### src/rtl/divider_u_pkg.sv
// Shared definitions for the unsigned sequential divider.
package divider_u_pkg;

    localparam int WIDTH_DEF = 32;

    typedef enum logic {
        IDLE = 1'b0,
        RUN  = 1'b1
    } state_e;

    // Fill bit for the quotient reported on divide-by-zero or overflow.
    localparam logic ERR_QUOT_FILL = 1'b1;

endpackage

### src/rtl/divider_u_div_step.sv
// One restoring shift-subtract step: subtract the divisor from the shifted
// partial remainder if it fits, producing the next remainder and quotient bit.
module divider_u_div_step
    import divider_u_pkg::*;
#(
    parameter int WIDTH = WIDTH_DEF
)
(
    input  logic [WIDTH-1:0] rem_i,
    input  logic             in_bit_i,
    input  logic [WIDTH-1:0] divisor_i,
    output logic [WIDTH-1:0] next_rem_o,
    output logic             q_bit_o
);

    logic [WIDTH:0]   trial;
    logic [WIDTH:0]   neg_div;
    logic [WIDTH+1:0] sum;
    logic             sum_unused;

    assign trial   = {rem_i, in_bit_i};
    assign neg_div = ~{1'b0, divisor_i};

    // Adder with carry-in of one computes trial - divisor; the carry-out is
    // set exactly when no borrow occurred, i.e. trial >= divisor.
    assign sum = {1'b0, trial} + {1'b0, neg_div} + {{(WIDTH + 1){1'b0}}, 1'b1};

    assign q_bit_o    = sum[WIDTH+1];
    // A successful subtraction always leaves a value below the divisor, so
    // the low WIDTH bits hold the whole result.
    assign next_rem_o = q_bit_o ? sum[WIDTH-1:0] : trial[WIDTH-1:0];
    assign sum_unused = sum[WIDTH];

endmodule

### src/rtl/divider_u.sv
// Sequential unsigned divider: 2*WIDTH-bit dividend by WIDTH-bit divisor,
// one quotient bit per clock, with start/busy/done handshake.
//
// state | meaning
// IDLE  | waiting for start; results and flags held
// RUN   | iterating, one quotient bit per clock
module divider_u
    import divider_u_pkg::*;
#(
    parameter int WIDTH = WIDTH_DEF
)
(
    input  logic             clk,
    input  logic             rst,
    input  logic             start,
    input  logic [WIDTH-1:0] DIVIDEND_HIGH,
    input  logic [WIDTH-1:0] DIVIDEND_LOW,
    input  logic [WIDTH-1:0] DIVISOR,
    output logic [WIDTH-1:0] QUOTIENT,
    output logic [WIDTH-1:0] REMAINDER,
    output logic             busy,
    output logic             done,
    output logic             div_by_zero,
    output logic             overflow
);

    localparam int CNT_W = $clog2(WIDTH + 1);

    state_e           state_q, state_d;
    logic [CNT_W-1:0] cnt_q, cnt_d;
    logic [WIDTH-1:0] rem_q, rem_d;
    logic [WIDTH-1:0] q_q, q_d;
    logic [WIDTH-1:0] dvs_q, dvs_d;
    logic [WIDTH-1:0] quot_q, quot_d;
    logic [WIDTH-1:0] remo_q, remo_d;
    logic             done_q, done_d;
    logic             dbz_q, dbz_d;
    logic             ovf_q, ovf_d;

    logic             accept;
    logic             is_zero;
    logic             is_ovf;
    logic             last_iter;
    logic [WIDTH-1:0] step_rem;
    logic             step_q;

    assign accept    = start && (state_q == IDLE);
    assign is_zero   = (DIVISOR == '0);
    // A high half at or above the divisor means the quotient needs more
    // than WIDTH bits; rejecting it also bounds the partial remainder.
    assign is_ovf    = !is_zero && (DIVIDEND_HIGH >= DIVISOR);
    assign last_iter = (state_q == RUN) && (cnt_q == CNT_W'(1));

    divider_u_div_step #(.WIDTH(WIDTH)) u_step (
        .rem_i      (rem_q),
        .in_bit_i   (q_q[WIDTH-1]),
        .divisor_i  (dvs_q),
        .next_rem_o (step_rem),
        .q_bit_o    (step_q)
    );

    // State register.
    always_ff @(posedge clk or posedge rst) begin
        if (rst) state_q <= IDLE;
        else     state_q <= state_d;
    end

    // Next-state: only a valid (non-error) request enters RUN.
    always_comb begin
        state_d = state_q;
        case (state_q)
            IDLE:    if (accept && !is_zero && !is_ovf) state_d = RUN;
            RUN:     if (last_iter) state_d = IDLE;
            default: state_d = IDLE;
        endcase
    end

    // Outputs decoded from state.
    always_comb begin
        busy = (state_q == RUN);
    end

    // Datapath next values: operand capture, iteration and result load.
    always_comb begin
        cnt_d  = cnt_q;
        rem_d  = rem_q;
        q_d    = q_q;
        dvs_d  = dvs_q;
        quot_d = quot_q;
        remo_d = remo_q;
        dbz_d  = dbz_q;
        ovf_d  = ovf_q;
        done_d = 1'b0;
        if (accept) begin
            dbz_d = 1'b0;
            ovf_d = 1'b0;
            dvs_d = DIVISOR;
            if (is_zero || is_ovf) begin
                dbz_d  = is_zero;
                ovf_d  = is_ovf;
                quot_d = {WIDTH{ERR_QUOT_FILL}};
                remo_d = DIVIDEND_LOW;
                done_d = 1'b1;
            end else begin
                rem_d = DIVIDEND_HIGH;
                q_d   = DIVIDEND_LOW;
                cnt_d = CNT_W'(WIDTH);
            end
        end else if (state_q == RUN) begin
            rem_d = step_rem;
            q_d   = {q_q[WIDTH-2:0], step_q};
            cnt_d = cnt_q - CNT_W'(1);
            if (last_iter) begin
                quot_d = {q_q[WIDTH-2:0], step_q};
                remo_d = step_rem;
                done_d = 1'b1;
            end
        end
    end

    // Datapath and result registers.
    always_ff @(posedge clk or posedge rst) begin
        if (rst) begin
            cnt_q  <= '0;
            rem_q  <= '0;
            q_q    <= '0;
            dvs_q  <= '0;
            quot_q <= '0;
            remo_q <= '0;
            done_q <= 1'b0;
            dbz_q  <= 1'b0;
            ovf_q  <= 1'b0;
        end else begin
            cnt_q  <= cnt_d;
            rem_q  <= rem_d;
            q_q    <= q_d;
            dvs_q  <= dvs_d;
            quot_q <= quot_d;
            remo_q <= remo_d;
            done_q <= done_d;
            dbz_q  <= dbz_d;
            ovf_q  <= ovf_d;
        end
    end

    assign QUOTIENT    = quot_q;
    assign REMAINDER   = remo_q;
    assign done        = done_q;
    assign div_by_zero = dbz_q;
    assign overflow    = ovf_q;

endmodule

### config.mk
export PLATFORM = sky130hd
export DESIGN_NAME = divider_u
export DESIGN_NICKNAME = d
export VERILOG_FILES = /design/src/rtl/divider_u_pkg.sv /design/src/rtl/divider_u_div_step.sv /design/src/rtl/divider_u.sv
export SDC_FILE = /design/constraint.sdc
export NUM_CORES = 1
export LEC_CHECK = 0
export CAP_MARGIN = 30
export CELL_PAD_IN_SITES_DETAIL_PLACEMENT = 0
export CELL_PAD_IN_SITES_GLOBAL_PLACEMENT = 1
export CORE_MARGIN = 3
export CORE_UTILIZATION = 40
export DETAILED_ROUTE_END_ITERATION = 12
export PLACE_DENSITY_LB_ADDON = 0.15
export SLEW_MARGIN = 20
export SYNTH_ARGS = -nofsm -noshare
export SYNTH_HDL_FRONTEND = slang
export SYNTH_SLANG_ARGS = --single-unit
### constraint.sdc
create_clock -name clk -period 6.9 [get_ports clk]
set_input_delay 1.38 -clock clk [delete_from_list [all_inputs] [get_ports clk]]
set_output_delay 1.38 -clock clk [all_outputs]
set_load 0.005 [all_outputs]
# Yosys cells after proc, flatten, opt, wreduce, memory -nomap -nowiden
# Index checks and enable logic that the tools add are counted.
[classes]
add_sub_neg = 3
magnitude_cmp = 1
eq_ne = 3
mux = 27
bitwise = 2
n_reduce_logical = 13
[ops]
columns = ["operator", "count"]
rows = [
  ["$mux 32", 15],
  ["$add 33x33->34", 1],
  ["$add 34x1->34 const B", 1],
  ["$not 32->33", 1],
  ["$ge 32x32->1", 1],
  ["$logic_not 32->1", 1],
  ["$mux 6", 3],
  ["$mux 1", 8],
  ["$eq 6x1->1 const B", 1],
  ["$sub 6x1->6 const B", 1],
  ["$logic_and 1x1->1", 5],
  ["$reduce_bool 2->1", 2],
  ["$reduce_and 3->1", 1],
  ["$logic_not 1->1", 2],
  ["$ne 2x1->1 const B", 1],
  ["$ne 2x2->1 const B", 1],
  ["$pmux 1 s2", 1],
  ["$reduce_and 2->1", 1],
  ["$logic_or 1x1->1", 1],
  ["$not 1->1", 1],
]
[word_totals]
register_bits = 170
output_inout_bits = 68
wordCells = 59

# Depth between registers and ports, before layout
[logic_depth]
word_depth = 7
mapped_depth = 14
ltp_nobuf = 12

# Cells and area by module
# Synthesis repeated with hierarchy kept, for this count alone.
[hier_totals]
cells_unflattened = 1197
hier_area_um2 = 10821.6
[by_module_without_submodules]
columns = ["mod", "instances", "cells_each", "area_per_inst_um2", "seq_area_each_um2"]
rows = [
  ["divider_u", 1, 824, 8391.8, 4254.1],
  ["divider_u_div_step", 1, 373, 2429.8, 0.0],
]

# Least setup slack after synthesis
# OpenSTA, ideal clock, no wires.
[synth_path]
path_type = "in2reg"
start = "input port DIVISOR[17]"
end = "register q_q[10]"
t_arrival_ns = 3.638
t_required_ns = 6.771
setup_slack_ns = 3.133
path_stages = 12
path_buffers = 3
cell_sequence = "inv_1 -> ha_1 -> a21o_1 -> a21o_1 -> a2111oi_2 -> o21ai_1 -> nor4_4 -> or2_1 -> buf_6 -> buf_6 -> buf_12 -> a31oi_4"
[synth_via]
elab_chain_len = 6
elab_cells_between_ends = 7
cone_classes = "order compare: 1; eq/ne: 1; reduce/logical: 5"
[synth_lines]
columns = ["element", "line", "rtl"]
rows = [
  ["start: declaration", "divider_u.sv:18", "input logic [WIDTH-1:0] DIVISOR,"],
  ["branches (longest 3 deep; another with $ge 32x32->1)", "--", ""],
  ["$logic_or 1x1->1 (*)", "divider_u.sv:98", "if (is_zero || is_ovf) begin"],
  ["$ne 2x2->1 (no line) (*)", "--", ""],
  ["$reduce_and 2->1 (no line) (*)", "--", ""],
  ["end signal: assignment", "divider_u.sv:136", "q_q <= q_d;"],
  ["end: declaration", "divider_u.sv:32", "logic [WIDTH-1:0] q_q, q_d;"],
]
# Every way passes the cells marked *.
# A chain may end at the register's enable or synchronous reset.

# Final worst setup path
[layout_path]
start = "input port DIVISOR[17]"
end = "register q_q[30]"
# Same word-level chain as after synthesis.

==> flow_summary.ini <==
[power]
irDropWorstVdd_mv = 0.193
total_power_mw = 7.52
p_leak_nw = 5.60
powerDensity_mw_per_mm2 = 574

[detailed_routing]
drt-initial-drc-count = 783
via_per_inst = 5.39
drc_errors = 0
routed_wl_um = 31000
routedWlPerCell_um = 18.3
num_vias = 9139
ant_nets = 0
dr.pass1.iters = 5

[worst_setup_path]
critPathBufInv = 3
crit_path_start_kind = primary input
worst_r2r_path_depth = 11
crit_family = simple AND/OR/NAND/NOR gates
worstPathRequired_ps = 7260
worstPathMaxFanout = 40
critPathArrivalTime_ps = 5410
cpPeakStageDelay_ps = 660
path_cells = clkdlybuf4s50_1 > inv_1 > ha_1 > a21o_1 > a21o_1 > a2111oi_2 > o21ai_1 > nor4_4 > or2_4 > buf_12 > nor2_1 > a31oi_4
end_kind = flop
cpMostUsedCell = a21o_1
ff2ff_setup_slack_ps = 3100
r2r_start = rem_q[5]
critical_path.slowest_cell = or2_4
reg2reg_to = rem_q[20]
crit_type = in2reg

[final_layout]
drive_gt1_frac = 0.0684
fill_cells = 2497
utilization = 0.499
num_antenna_cells = 0
mostFrequentLayoutCells = nor2_1, dfrtp_1, clkdlybuf4s50_1
instances_no_fill = 1695
area_delta_synth_final_pct = 22.2
final_common_cell = nor2_1
fin_area_mm2 = 0.0131
final_net_count = 1514

[die]
die_area_mm2 = 0.0288
die_x_um = 170
ios = 167
design.core.area_mm2 = 0.0262
start_util = 0.409
num_rows = 59
fp.dieH_um = 170

[placement]
hpwl_um = 23400
dpl-instance-area_mm2 = 0.0125
io_buffers = 166
placed_cells = 1664
gp_congestion = 0.875
pre_cts_slack_ps = 1380

[timing]
report.final.slew_viol_count = 0
holdWs_ps = 478
fmax_ghz = 0.198
setup_viol = 0
period_share = 0.732
period_minus_slack_ps = 5050
finalClockSkew_ps = 14.5
slew_headroom = 0.425
tns_ps = 0
rsz0062_at_grt = false
hold_viol = 0
tightest_slew_ps = 853
setup_ws_ps = 1850

[clock_tree]
cts_setup_buffers = 0
cts_tree = yes
cts.sinks = 170
insertion_delay_ps = 440
ctsLongestPathBuffers = 2
post_cts_resize_count = 0
clock-root-buffer = clkbuf_16
cts_hold_buf = 0
cts.reportedPaths.clkPinSlew_ps = 70
cts_buffers = 17
htreeDepth = 4

[run]
cap_viol_max_count = 0

[synth]
ys_seq_elements = 170
yosys.cell_types.count = 64
syn_avg_cell_area_um2 = 8.75
yosys_warnings = 0
synth_area_mm2 = 0.0107
synth_nets = 1391
syn_inst = 1225
synthArstFlopShare = 1.00
synthFlopType = dfrtp_1
synth-edff-count = 0
ys_seq_area_frac = 0.397

[worst_hold_path]
whs_path_depth = 2
hp-start = div_by_zero
holdPathEnd = div_by_zero
holdCritPathClass = reg2reg

[grt]
grt_pass1_vias = 8632
gr-total-overflow = 0
grt_pass1_wl_um = 49300
grt_max_degree = 64
track_usage = 0.217
antenna_found_initial = 0

[status]
status = finished, final reports clean
==> cells by family (layout without fill, tap and decap cells) <==
kind of cell / after synthesis / in the layout / share of synthesized area
flip-flops: 170 / 170 / 0.397
adder cells (fa/ha/maj): 67 / 67 / 0.0789
XOR/XNOR: 32 / 32 / 0.0262
AND/OR/NAND/NOR: 445 / 445 / 0.176
multiplexers: 5 / 5 / 0.00502
buffers and inverters: 152 / 287 / 0.0650
AO/OA/AOI/OAI: 354 / 354 / 0.251
==> sequential cells by signal, summed over array words and instances (netlist names) <==
signal	flops
rem_q	32
done	1
REMAINDER	32
QUOTIENT	32
busy	1
cnt_q	6
q_q	32
dvs_q	32
overflow	1
div_by_zero	1
==> worst register-to-register path, cell delays in order (launching register included) <==
cell and delay, ps:
dfrtp_1 410, ha_1 360, a21oi_1 220, o221ai_1 220, a211o_1 340, a21o_1 220
a21oi_1 290, o21a_2 390, buf_4 490, nor2_1 100, a211oi_1 480, o21ai_1 140
==> cell type report <==
cell class	instances	area (um2)	area share
timing repair buffer	177	1760	0.134
clock buffer	17	425	0.0325
multi-input combinational	903	5790	0.442
sequential	170	4250	0.325
tap	335	419	0.0320
inverter	79	302	0.0230
clock inverter	14	144	0.0110
==> report_power, final <==
part	switching (mW)	internal, mW
combinational	2.66	2.04
clock	0.468	0.482
sequential	0.354	1.52
total	3.48	4.03
==> cell usage after synthesis, types with 7 or more instances <==
| cell | count | area, um2 |
|---|---|---|
| a31oi_4 | 31 | 659 |
| o21ai_1 | 21 | 105 |
| nor3_1 | 15 | 75.1 |
| a21oi_1 | 89 | 445 |
| nand2b_1 | 12 | 75.1 |
| xor2_1 | 14 | 123 |
| nor2b_1 | 7 | 43.8 |
| xnor2_1 | 18 | 158 |
| o211ai_1 | 19 | 143 |
| a31oi_1 | 19 | 119 |
| nand3_1 | 9 | 45.0 |
| nand4_1 | 10 | 62.6 |
| inv_1 | 78 | 293 |
| nand2_1 | 163 | 612 |
| a21o_1 | 18 | 135 |
| buf_2 | 20 | 100 |
| a211oi_1 | 11 | 82.6 |
| dfrtp_1 | 170 | 4250 |
| o21ai_0 | 72 | 360 |
| a22o_1 | 32 | 280 |
| nor4_1 | 9 | 56.3 |
| clkbuf_1 | 38 | 143 |
| nor2_1 | 195 | 732 |
| ha_1 | 66 | 826 |
==> worst max-delay path by stage <==
| stage | from | to | slack, ps | cells past startpoint |
|---|---|---|---|---|
| final | DIVISOR[17] | q_q[30] | 1850 | 12 |
| after global routing | DIVISOR[17] | q_q[20] | 1620 | 12 |
| after CTS | DIVISOR[17] | q_q[30] | 1820 | 12 |
| after detailed placement | DIVISOR[17] | q_q[23] | 1380 | 12 |
| after global placement | DIVISOR[17] | q_q[24] | 1430 | 12 |
| after floorplan | rst | QUOTIENT[0] | 920 | 1 |
==> per-layer routing <==
metal,track usage,part of all wire,vias to the layer above
met3,0.0340,0.047,37
met5,0,0,-
met4,0.0466,0.015,0
met1,0.341,0.51,4333
met2,0.315,0.43,258
li1,-,-,4511
Note: power is estimated with default switching activity, not from simulation.
